==> src/rtl/butterfly_cplx.sv <==
// Pipelined complex radix-2 butterfly: X = A + B, Y = (A - B) * W, optional halving, valid/ready stream.
// Optional build macro BFLY_SAT_EN: saturate the final W-bit reduction instead of wrapping.
module butterfly_cplx #(
  parameter int N = 4
) (
  input  logic              clk,
  input  logic              rst,
  input  logic              in_valid,
  output logic              in_ready,
  input  logic [2**N-1:0]   a_re,
  input  logic [2**N-1:0]   a_im,
  input  logic [2**N-1:0]   b_re,
  input  logic [2**N-1:0]   b_im,
  input  logic [1:0]        tw,
  input  logic              scale,
  output logic              out_valid,
  input  logic              out_ready,
  output logic [2**N-1:0]   x_re,
  output logic [2**N-1:0]   x_im,
  output logic [2**N-1:0]   y_re,
  output logic [2**N-1:0]   y_im
);

  localparam int W = 2**N;

  // K = round(2^(W-1)/sqrt2) = round(sqrt(2^(2W-3))), found by bitwise integer square root.
  function automatic logic [W-1:0] calc_k();
    logic [2*W+1:0] x;
    logic [2*W+1:0] r;
    logic [2*W+1:0] t;
    logic [2*W+1:0] u;
    logic [2*W+1:0] one;
    x = '0;
    x[2*W-3] = 1'b1;
    one = '0;
    one[0] = 1'b1;
    r = '0;
    for (int i = W - 1; i >= 0; i--) begin
      t = r;
      t[i] = 1'b1;
      if (t * t <= x) r = t;
    end
    u = r + r;
    u[0] = 1'b1;
    if ((x << 2) >= u * u) r = r + one;
    return r[W-1:0];
  endfunction

  localparam logic [W-1:0] K = calc_k();

  logic en;

  // Lane 0 is the real part, lane 1 the imaginary part.
  logic [W-1:0] a_c [2];
  logic [W-1:0] b_c [2];
  logic [W:0]   s_sum [2];
  logic [W:0]   d_dif [2];

  logic         s1_valid_reg;
  logic [1:0]   s1_tw_reg;
  logic         s1_scale_reg;
  logic [W:0]   s1_s_reg [2];
  logic [W:0]   s1_d_reg [2];

  logic         s2_valid_reg;
  logic         s2_scale_reg;
  logic [W:0]   s2_s_reg [2];
  logic [W+1:0] s2_r_reg [2];

  logic [W+1:0] lane_in  [4];
  logic [W-1:0] out_next [4];
  logic [W-1:0] out_reg  [4];
  logic         out_valid_reg;

  // A stall only exists while a finished sample waits for the consumer.
  assign en        = !out_valid_reg || out_ready;
  assign in_ready  = en;
  assign out_valid = out_valid_reg;

  assign a_c[0] = a_re;
  assign a_c[1] = a_im;
  assign b_c[0] = b_re;
  assign b_c[1] = b_im;

  // ---------------- Stage 1: sum and difference ----------------
  for (genvar gi = 0; gi < 2; gi++) begin : g_s1
    assign s_sum[gi] = {a_c[gi][W-1], a_c[gi]} + {b_c[gi][W-1], b_c[gi]};
    assign d_dif[gi] = {a_c[gi][W-1], a_c[gi]} - {b_c[gi][W-1], b_c[gi]};
  end

  always_ff @(posedge clk or negedge rst) begin
    if (!rst) begin
      s1_valid_reg <= 1'b0;
      s1_tw_reg    <= '0;
      s1_scale_reg <= 1'b0;
      for (int i = 0; i < 2; i++) begin
        s1_s_reg[i] <= '0;
        s1_d_reg[i] <= '0;
      end
    end else if (en) begin
      s1_valid_reg <= in_valid;
      s1_tw_reg    <= tw;
      s1_scale_reg <= scale;
      for (int i = 0; i < 2; i++) begin
        s1_s_reg[i] <= s_sum[i];
        s1_d_reg[i] <= d_dif[i];
      end
    end
  end

  // ---------------- Stage 2: twiddle rotation of d ----------------
  logic [W+1:0]   d_re_x;
  logic [W+1:0]   d_im_x;
  logic [W+1:0]   p_sum;
  logic [W+1:0]   m_dif;
  logic [2*W+2:0] prod_p;
  logic [2*W+2:0] prod_m;
  logic [2*W+2:0] prod_n;
  logic [W+1:0]   pk;
  logic [W+1:0]   mk;
  logic [W+1:0]   nk;
  logic [W+1:0]   rot_re;
  logic [W+1:0]   rot_im;
  logic           unused_prod;

  assign d_re_x = {s1_d_reg[0][W], s1_d_reg[0]};
  assign d_im_x = {s1_d_reg[1][W], s1_d_reg[1]};
  assign p_sum  = d_re_x + d_im_x;
  assign m_dif  = d_im_x - d_re_x;

  // Operands are sign/zero-extended to the full product width, so the unsigned
  // multiply yields the exact two's-complement signed product.
  assign prod_p = {{(W+1){p_sum[W+1]}}, p_sum} * {{(W+3){1'b0}}, K};
  assign prod_m = {{(W+1){m_dif[W+1]}}, m_dif} * {{(W+3){1'b0}}, K};
  assign prod_n = '0 - prod_p;

  // Selecting bits [2W:W-1] is the arithmetic shift right by W-1 (floor).
  assign pk = prod_p[2*W:W-1];
  assign mk = prod_m[2*W:W-1];
  assign nk = prod_n[2*W:W-1];
  assign unused_prod = ^{prod_p[2*W+2:2*W+1], prod_p[W-2:0],
                         prod_m[2*W+2:2*W+1], prod_m[W-2:0],
                         prod_n[2*W+2:2*W+1], prod_n[W-2:0]};

  always_comb begin
    rot_re = d_re_x;
    rot_im = d_im_x;
    case (s1_tw_reg)
      2'd1: begin
        rot_re = pk;
        rot_im = mk;
      end
      2'd2: begin
        rot_re = d_im_x;
        rot_im = '0 - d_re_x;
      end
      2'd3: begin
        rot_re = mk;
        rot_im = nk;
      end
      default: begin
        rot_re = d_re_x;
        rot_im = d_im_x;
      end
    endcase
  end

  always_ff @(posedge clk or negedge rst) begin
    if (!rst) begin
      s2_valid_reg <= 1'b0;
      s2_scale_reg <= 1'b0;
      for (int i = 0; i < 2; i++) begin
        s2_s_reg[i] <= '0;
        s2_r_reg[i] <= '0;
      end
    end else if (en) begin
      s2_valid_reg <= s1_valid_reg;
      s2_scale_reg <= s1_scale_reg;
      s2_s_reg[0]  <= s1_s_reg[0];
      s2_s_reg[1]  <= s1_s_reg[1];
      s2_r_reg[0]  <= rot_re;
      s2_r_reg[1]  <= rot_im;
    end
  end

  // ---------------- Stage 3: scaling and reduction to W bits ----------------
  // Lanes 0/1 carry X (re/im), lanes 2/3 carry Y (re/im).
  for (genvar gi = 0; gi < 2; gi++) begin : g_lane
    assign lane_in[gi]     = {s2_s_reg[gi][W], s2_s_reg[gi]};
    assign lane_in[gi + 2] = s2_r_reg[gi];
  end

  for (genvar gi = 0; gi < 4; gi++) begin : g_s3
    logic [W+1:0] v;
    assign v = s2_scale_reg ? {lane_in[gi][W+1], lane_in[gi][W+1:1]} : lane_in[gi];
`ifdef BFLY_SAT_EN
    logic ovf;
    // Fits in W bits only when the top three bits are all copies of the sign.
    assign ovf          = (v[W+1:W-1] != {3{v[W+1]}});
    assign out_next[gi] = ovf ? {v[W+1], {(W-1){~v[W+1]}}} : v[W-1:0];
`else
    logic unused_hi;
    assign unused_hi    = ^v[W+1:W];
    assign out_next[gi] = v[W-1:0];
`endif
  end

  always_ff @(posedge clk or negedge rst) begin
    if (!rst) begin
      out_valid_reg <= 1'b0;
      for (int i = 0; i < 4; i++) begin
        out_reg[i] <= '0;
      end
    end else if (en) begin
      out_valid_reg <= s2_valid_reg;
      for (int i = 0; i < 4; i++) begin
        out_reg[i] <= out_next[i];
      end
    end
  end

  assign x_re = out_reg[0];
  assign x_im = out_reg[1];
  assign y_re = out_reg[2];
  assign y_im = out_reg[3];

endmodule

==> config.mk <==
export PLATFORM = sky130hd
export DESIGN_NAME = butterfly_cplx
export DESIGN_NICKNAME = d
export VERILOG_FILES = /design/src/rtl/butterfly_cplx.sv
export SDC_FILE = /design/constraint.sdc
export NUM_CORES = 1
export LEC_CHECK = 0
export CAP_MARGIN = 20
export CORE_ASPECT_RATIO = 1.75
export CORE_MARGIN = 1
export CORE_UTILIZATION = 55
export CTS_CLUSTER_DIAMETER = 60
export CTS_CLUSTER_SIZE = 10
export DETAILED_ROUTE_END_ITERATION = 7
export PLACE_DENSITY = 0.79
export SLEW_MARGIN = 20
export SYNTH_ARGS = -nofsm -noshare
export SYNTH_HDL_FRONTEND = slang
export SYNTH_SLANG_ARGS = --single-unit
==> constraint.sdc <==
create_clock -name clk -period 11.1 [get_ports clk]
set_input_delay 1.665 -clock clk [delete_from_list [all_inputs] [get_ports clk]]
set_output_delay 1.665 -clock clk [all_outputs]
set_load 0.005 [all_outputs]
==> results.ini, run 1 <==
[clock_tree]
clock_latency_ps = 520
clockRootBuffer = clkbuf_16
clock-sinks = 205
path_clk_slew_ps = 60
cts.htree.levels = 1
postCtsResizedCells = 0
cts_hold_buf = 0
cts_tree = yes
cts.path.max_buffers = 3
cts_buffers = 24
post-cts-setup-buffers = 0

[route]
drtIter0Drc = 925
firstDrtPassIters = 7
post_drt_via_cell_ratio = 5.89
wl_per_cell_um = 19.8
wl_um = 60400
ant_nets = 0
drc = 15
via_count = 18000

[place]
portBuffers = 136
dpl.hpwl_um = 49300
preCtsSetupSlack_ps = 1830
gp_congestion = 0.986
placed_cells = 3028

[synthesis]
avgSynthCellArea_um2 = 8.74
synth_seq_area_share_pct = 23.6
synth_area_um2 = 21700
synth_nets = 2971
synth_edf_count = 0
yosys.area.top_type_share_pct = 23.6
synthArstFlopShare_pct = 100
synth_largest_area_cell = dfrtp_1
ys_ff_latch = 205
synth_area_leaders = dfrtp_1, ha_1, fa_1, inv_1, nand2_1
synth.distinct_cells = 82
ys.flop_type = dfrtp_1
yosys_warnings = 0
syn_inst = 2485

[grt]
grt.total_usage_pct = 30.3
grt_max_degree = 187
antenna_found_initial = 0
grt_pass1_wl_um = 95800
grt_pass1_vias = 18700
grt_overflow = 0

[critical_path]
cp.arrival_ps = 9670
endpoint_kind = register
path_class = register to register
crit_end = lane_in[14]
crit_path_start = d_re_x[1]
crit_path_top_delay_cell = a2111oi_1
critical_path_buf_inv_count = 7
rr_worst_depth = 29
worstPathRequired_ps = 11510
crit_fanout = 6
cp_top_family = adder cells
r2r_slack_ps = 1840
rr_startpoint = d_re_x[1]
critPathLaunchType = register
r2r-end = lane_in[14]
timing.critical_path.slowest_cell_delay_ps = 750
cpMostUsedCell = inv_1
worst-path-stages = 29

[timing]
fmax_ghz = 0.108
maxSlewHeadroom_pct = 29.5
rsz0062_at_grt = no
hold_violations = 0
skew_ps = 18.6
fin_tns_setup_ps = 0
worstMarginPinSlew_ps = 1050
post-route-min-period_ps = 9260
layout_setup_ws_ps = 1840
finalSetupViolations = 0
slew_violations = 0
finalCritPeriodShare_pct = 83.4

[status]
violations = DRC
status = finished, violations left

[floorplan]
die_area_um2 = 40300
fp-row-count = 96
start_util_pct = 55.6
die_y_um = 265
core_um2 = 39000
die_w_um = 152
io_pins = 137

[hold_path]
hold_path_class = register to register

[job]
max-cap-violations = 0

[finish]
fin_nets = 3051
drive_above_1_share_pct = 3.47
area_growth_pct = 11.1
final_cell_mix = inv_1, nand2_1, ha_1, dfrtp_1, o21ai_0
fin_cells = 3057
antenna_cells = 0
final_common_cell = inv_1
largest_register_ffs = 68

[cells in the mapped netlist, types with 7 or more instances]
cell,number
clkbuf_1,74
o21ai_0,158
mux4_2,9
o21a_1,17
xor2_1,26
o211ai_1,14
nor2_1,128
nor2b_1,28
nor4_1,8
nand2b_1,14
inv_1,367
a211o_1,13
nand3_1,28
ha_1,280
and3_1,25
a211oi_1,37
a21oi_1,117
nor3b_1,7
or3_1,31
o21bai_1,15
buf_1,21
nand2_1,289
xnor2_1,102
o31ai_1,26
dfrtp_1,205
fa_1,135
a31oi_1,20
or2_2,7
mux2i_1,71
nor3_1,52
a2111oi_0,11
o22ai_1,7
mux2_2,7
a21o_1,18
[worst min-delay path: cells and delay by family, from the launching register on]
family	cells	cell delay, ps
simple gates	2	100
flops	1	340
[kinds of logic after synthesis]
logic type      after synthesis  synth area share (%)
xor+xnor                    129                  5.24
simple gates                653                  14.0
mux                          87                  4.57
fa+ha+maj                   415                  28.6
flops                       205                  23.6
buf+inv                     468                  8.12
compound gates              528                  15.8
[area by class of cell]
class,instances,area (um2)
fill,3292,14900
inverter,370,1390
sequential,205,5130
clock buffer,27,633
tap,490,613
clock inverter,1,7.51
multi-input combinational,1812,14800
timing repair buffer,152,1520
[layer usage]
metal,GRT usage (%),part of all wire [%],vias to the layer above
met4,22.2,7.8,0
met5,0,0,-
li1,-,-,8539
met3,2.48,3.6,221
met1,30.4,35,8722
met2,58.2,54,513
[how the worst min path moves through the flow]
stage,startpoint,end,depth (start not counted)
final,s1_s_reg[20],lane_in[57],2
after global routing,s1_s_reg[7],lane_in[43],2
after CTS,s1_s_reg[7],lane_in[43],2
after detailed placement,s1_s_reg[19],lane_in[56],2
after global placement,s2_valid_reg,s2_valid_reg,2
after floorplan,s2_valid_reg,s2_valid_reg,2
[stage by stage]
step / hold WS, ps / instance area, um2 / util, %
2_1_floorplan: 430 / 21700 / -
3_3_place_gp: 442 / 23500 / 60.1
3_5_place_dp: 456 / 23500 / 60.1
4_1_cts: 472 / 24100 / 61.7
5_1_grt: 489 / 24100 / 61.8
6_report: 468 / 24100 / 61.8
Power of run 1 is left out: the tool's default activity adds up to more than one toggle a clock period on the data nets, which glitch-free logic cannot reach.
==> inputs of run 2 (changes only) <==
--- a/config.mk
+++ b/config.mk
@@ -12,7 +12,7 @@
 export CTS_CLUSTER_DIAMETER = 60
 export CTS_CLUSTER_SIZE = 10
 export DETAILED_ROUTE_END_ITERATION = 7
-export PLACE_DENSITY = 0.79
+export PLACE_DENSITY = 0.82
 export SLEW_MARGIN = 20
 export SYNTH_ARGS = -nofsm -noshare
 export SYNTH_HDL_FRONTEND = slang
==> constraint.sdc (replaced) <==
create_clock -name clk -period 7.7 [get_ports clk]
set_input_delay 1.155 -clock clk [delete_from_list [all_inputs] [get_ports clk]]
set_output_delay 1.155 -clock clk [all_outputs]
set_load 0.005 [all_outputs]
==> run 2 against run 1 <==
Cell count is 9.2% higher. Global-route usage is 3.0 points higher. Wire length is 15% higher. Cell area is 14% higher. Maximum frequency is 17% higher. The flow finishes with violations (DRC, setup timing). Worst setup slack worse by 2000 ps. Worst hold slack worse by 11 ps. Critical path type unchanged. Register-to-register slack worse by 2000 ps. First-iteration DRC count is 20% higher.
==> results.ini, run 2 (same netlist as run 1, synthesis figures left out) <==
[status]
status = finished, violations left
violations = DRC, setup timing

[timing]
rsz0062_at_grt = yes
layout_setup_ws_ps = -183  ; -2020 ps
maxSlewHeadroom_pct = 30.8  ; +1.3 points
slew_violations = 0  ; unchanged
worstMarginPinSlew_ps = 1030  ; -14.5 ps
post-route-min-period_ps = 7880  ; -1380 ps
fin_tns_setup_ps = -1030  ; -1030 ps
finalCritPeriodShare_pct = 102  ; +19 points
skew_ps = 10.4  ; -8.21 ps
hold_violations = 0  ; unchanged
finalSetupViolations = 11  ; +11
fmax_ghz = 0.127  ; +17%

[clock_tree]
cts.path.max_buffers = 3  ; unchanged
clock-sinks = 205  ; unchanged
clock_latency_ps = 520  ; about the same
cts_tree = yes
cts_hold_buf = 0  ; unchanged
clockRootBuffer = clkbuf_16
path_clk_slew_ps = 60  ; about the same
cts.htree.levels = 1  ; unchanged
cts_buffers = 24  ; unchanged

[critical_path]
crit_path_top_delay_cell = fa_1
r2r_slack_ps = -180  ; -2020 ps
rr_worst_depth = 35  ; +21%
cpMostUsedCell = inv_2
path_class = register to register
crit_end = lane_in[16]
worstPathRequired_ps = 8080  ; -3430 ps
timing.critical_path.slowest_cell_delay_ps = 550  ; -200 ps
crit_fanout = 6  ; unchanged
rr_startpoint = d_re_x[1]
critPathLaunchType = register
crit_path_start = d_re_x[1]
cp.arrival_ps = 8260  ; -1410 ps
r2r-end = lane_in[16]
endpoint_kind = register

[route]
drtIter0Drc = 1109  ; +20%
firstDrtPassIters = 8  ; +1
post_drt_via_cell_ratio = 5.89  ; +0.11%
ant_nets = 0  ; unchanged
wl_um = 69300  ; +15%
wl_per_cell_um = 20.7  ; +4.9%
drc = 16  ; +1
via_count = 19700  ; +9.3%

[place]
gp_congestion = 1.01  ; +2.0%
preCtsSetupSlack_ps = -302  ; -2140 ps
placed_cells = 3257  ; +7.6%
portBuffers = 136  ; unchanged
dpl.hpwl_um = 53600  ; +8.7%

[floorplan]
die_y_um = 265  ; unchanged
core_um2 = 39000  ; unchanged
die_area_um2 = 40300  ; unchanged
start_util_pct = 55.6  ; unchanged
io_pins = 137  ; unchanged
fp-row-count = 96  ; unchanged
die_w_um = 152  ; unchanged

[finish]
final_cell_mix = inv_1, nand2_1, buf_4, ha_1, dfrtp_1
drive_above_1_share_pct = 18.4  ; +15 points
final_common_cell = inv_1
fin_nets = 3331  ; +9.2%
area_growth_pct = 26.4
fin_cells = 3338  ; +9.2%
largest_register_ffs = 68  ; unchanged

[job]
max-cap-violations = 0  ; unchanged

[hold_path]
min_path_cells = 2  ; unchanged
hold_path_class = register to register

[grt]
antenna_found_initial = 1  ; +1
grt_pass1_wl_um = 105000  ; +9.5%
grt_max_degree = 108  ; -42%
grt_overflow = 0  ; unchanged
grt.total_usage_pct = 33.3  ; +3.0 points
grt_pass1_vias = 20700  ; +11%

## run 2: changes by cell type in the layout (fill, tap and decap cells not counted), moves of 12 or more
cell     change
xnor2_1     -12
o21ai_0     -16
inv_2       +13
buf_6       +15
buf_4      +267
ha_1        -30
ha_4        +27
inv_1       -16
## run 2: stage by stage
step | area (um2) | hold WS, ps | utilization, %
2_1_floorplan | 21700 | 430 | -
3_3_place_gp | 25200 | 441 | 64.5
6_report | 27400 | 456 | 70.3
4_1_cts | 26500 | 460 | 67.8
5_1_grt | 27400 | 484 | 70.3
3_5_place_dp | 25200 | 447 | 64.5
## run 2: cell type report
class | count | area (um2)
diodes | 1 | 2.50
flip-flops and latches | 205 | 5130
well taps | 490 | 613
inverters | 370 | 1400
repair buffers | 432 | 3660
fillers | 2868 | 11600
clock buffers | 27 | 633
clock inverters | 1 | 30.0
multi-input cells | 1812 | 16000
## run 2: per-layer routing
| metal | up-vias | part of all wire (%) | track usage (%) |
|---|---|---|---|
| li1 | 9095 | - | - |
| met1 | 9516 | 33 | 32.5 |
| met2 | 724 | 52 | 63.0 |
| met3 | 336 | 4.5 | 2.99 |
| met4 | 0 | 10 | 28.4 |
| met5 | - | 0 | 0 |
## run 2: how the worst min path moves through the flow
stage                     slack [ps]    startpoint      endpoint
final                            460  s2_valid_reg  s2_valid_reg
after global routing             480  s1_s_reg[19]   lane_in[56]
after CTS                        460  s2_valid_reg  s2_valid_reg
after detailed placement         450  s2_valid_reg  s2_valid_reg
after global placement           440  s2_valid_reg  s2_valid_reg
after floorplan                  430  s2_valid_reg  s2_valid_reg
## run 2: worst max-delay path: cells and delay by family (launching register included)
kind                       cells  cell delay (ps)
xor gates and xnor gates       2              490
and+or+nand+nor                7             1110
buffers and inverters         11             1150
adders and majority gates      8             3110
AOI/OAI and AO/OA              7             1450
DFF                            1              420
## run 2: what timing repair did
| action | CTS | global route |
|---|---|---|
| setup endpoints to repair | 19 | 27 |
| buffers inserted | 30 | 26 |
| pin swaps | 54 | 94 |
| gates resized for setup | 75 | 157 |
Power of run 2 is left out for the same reason.
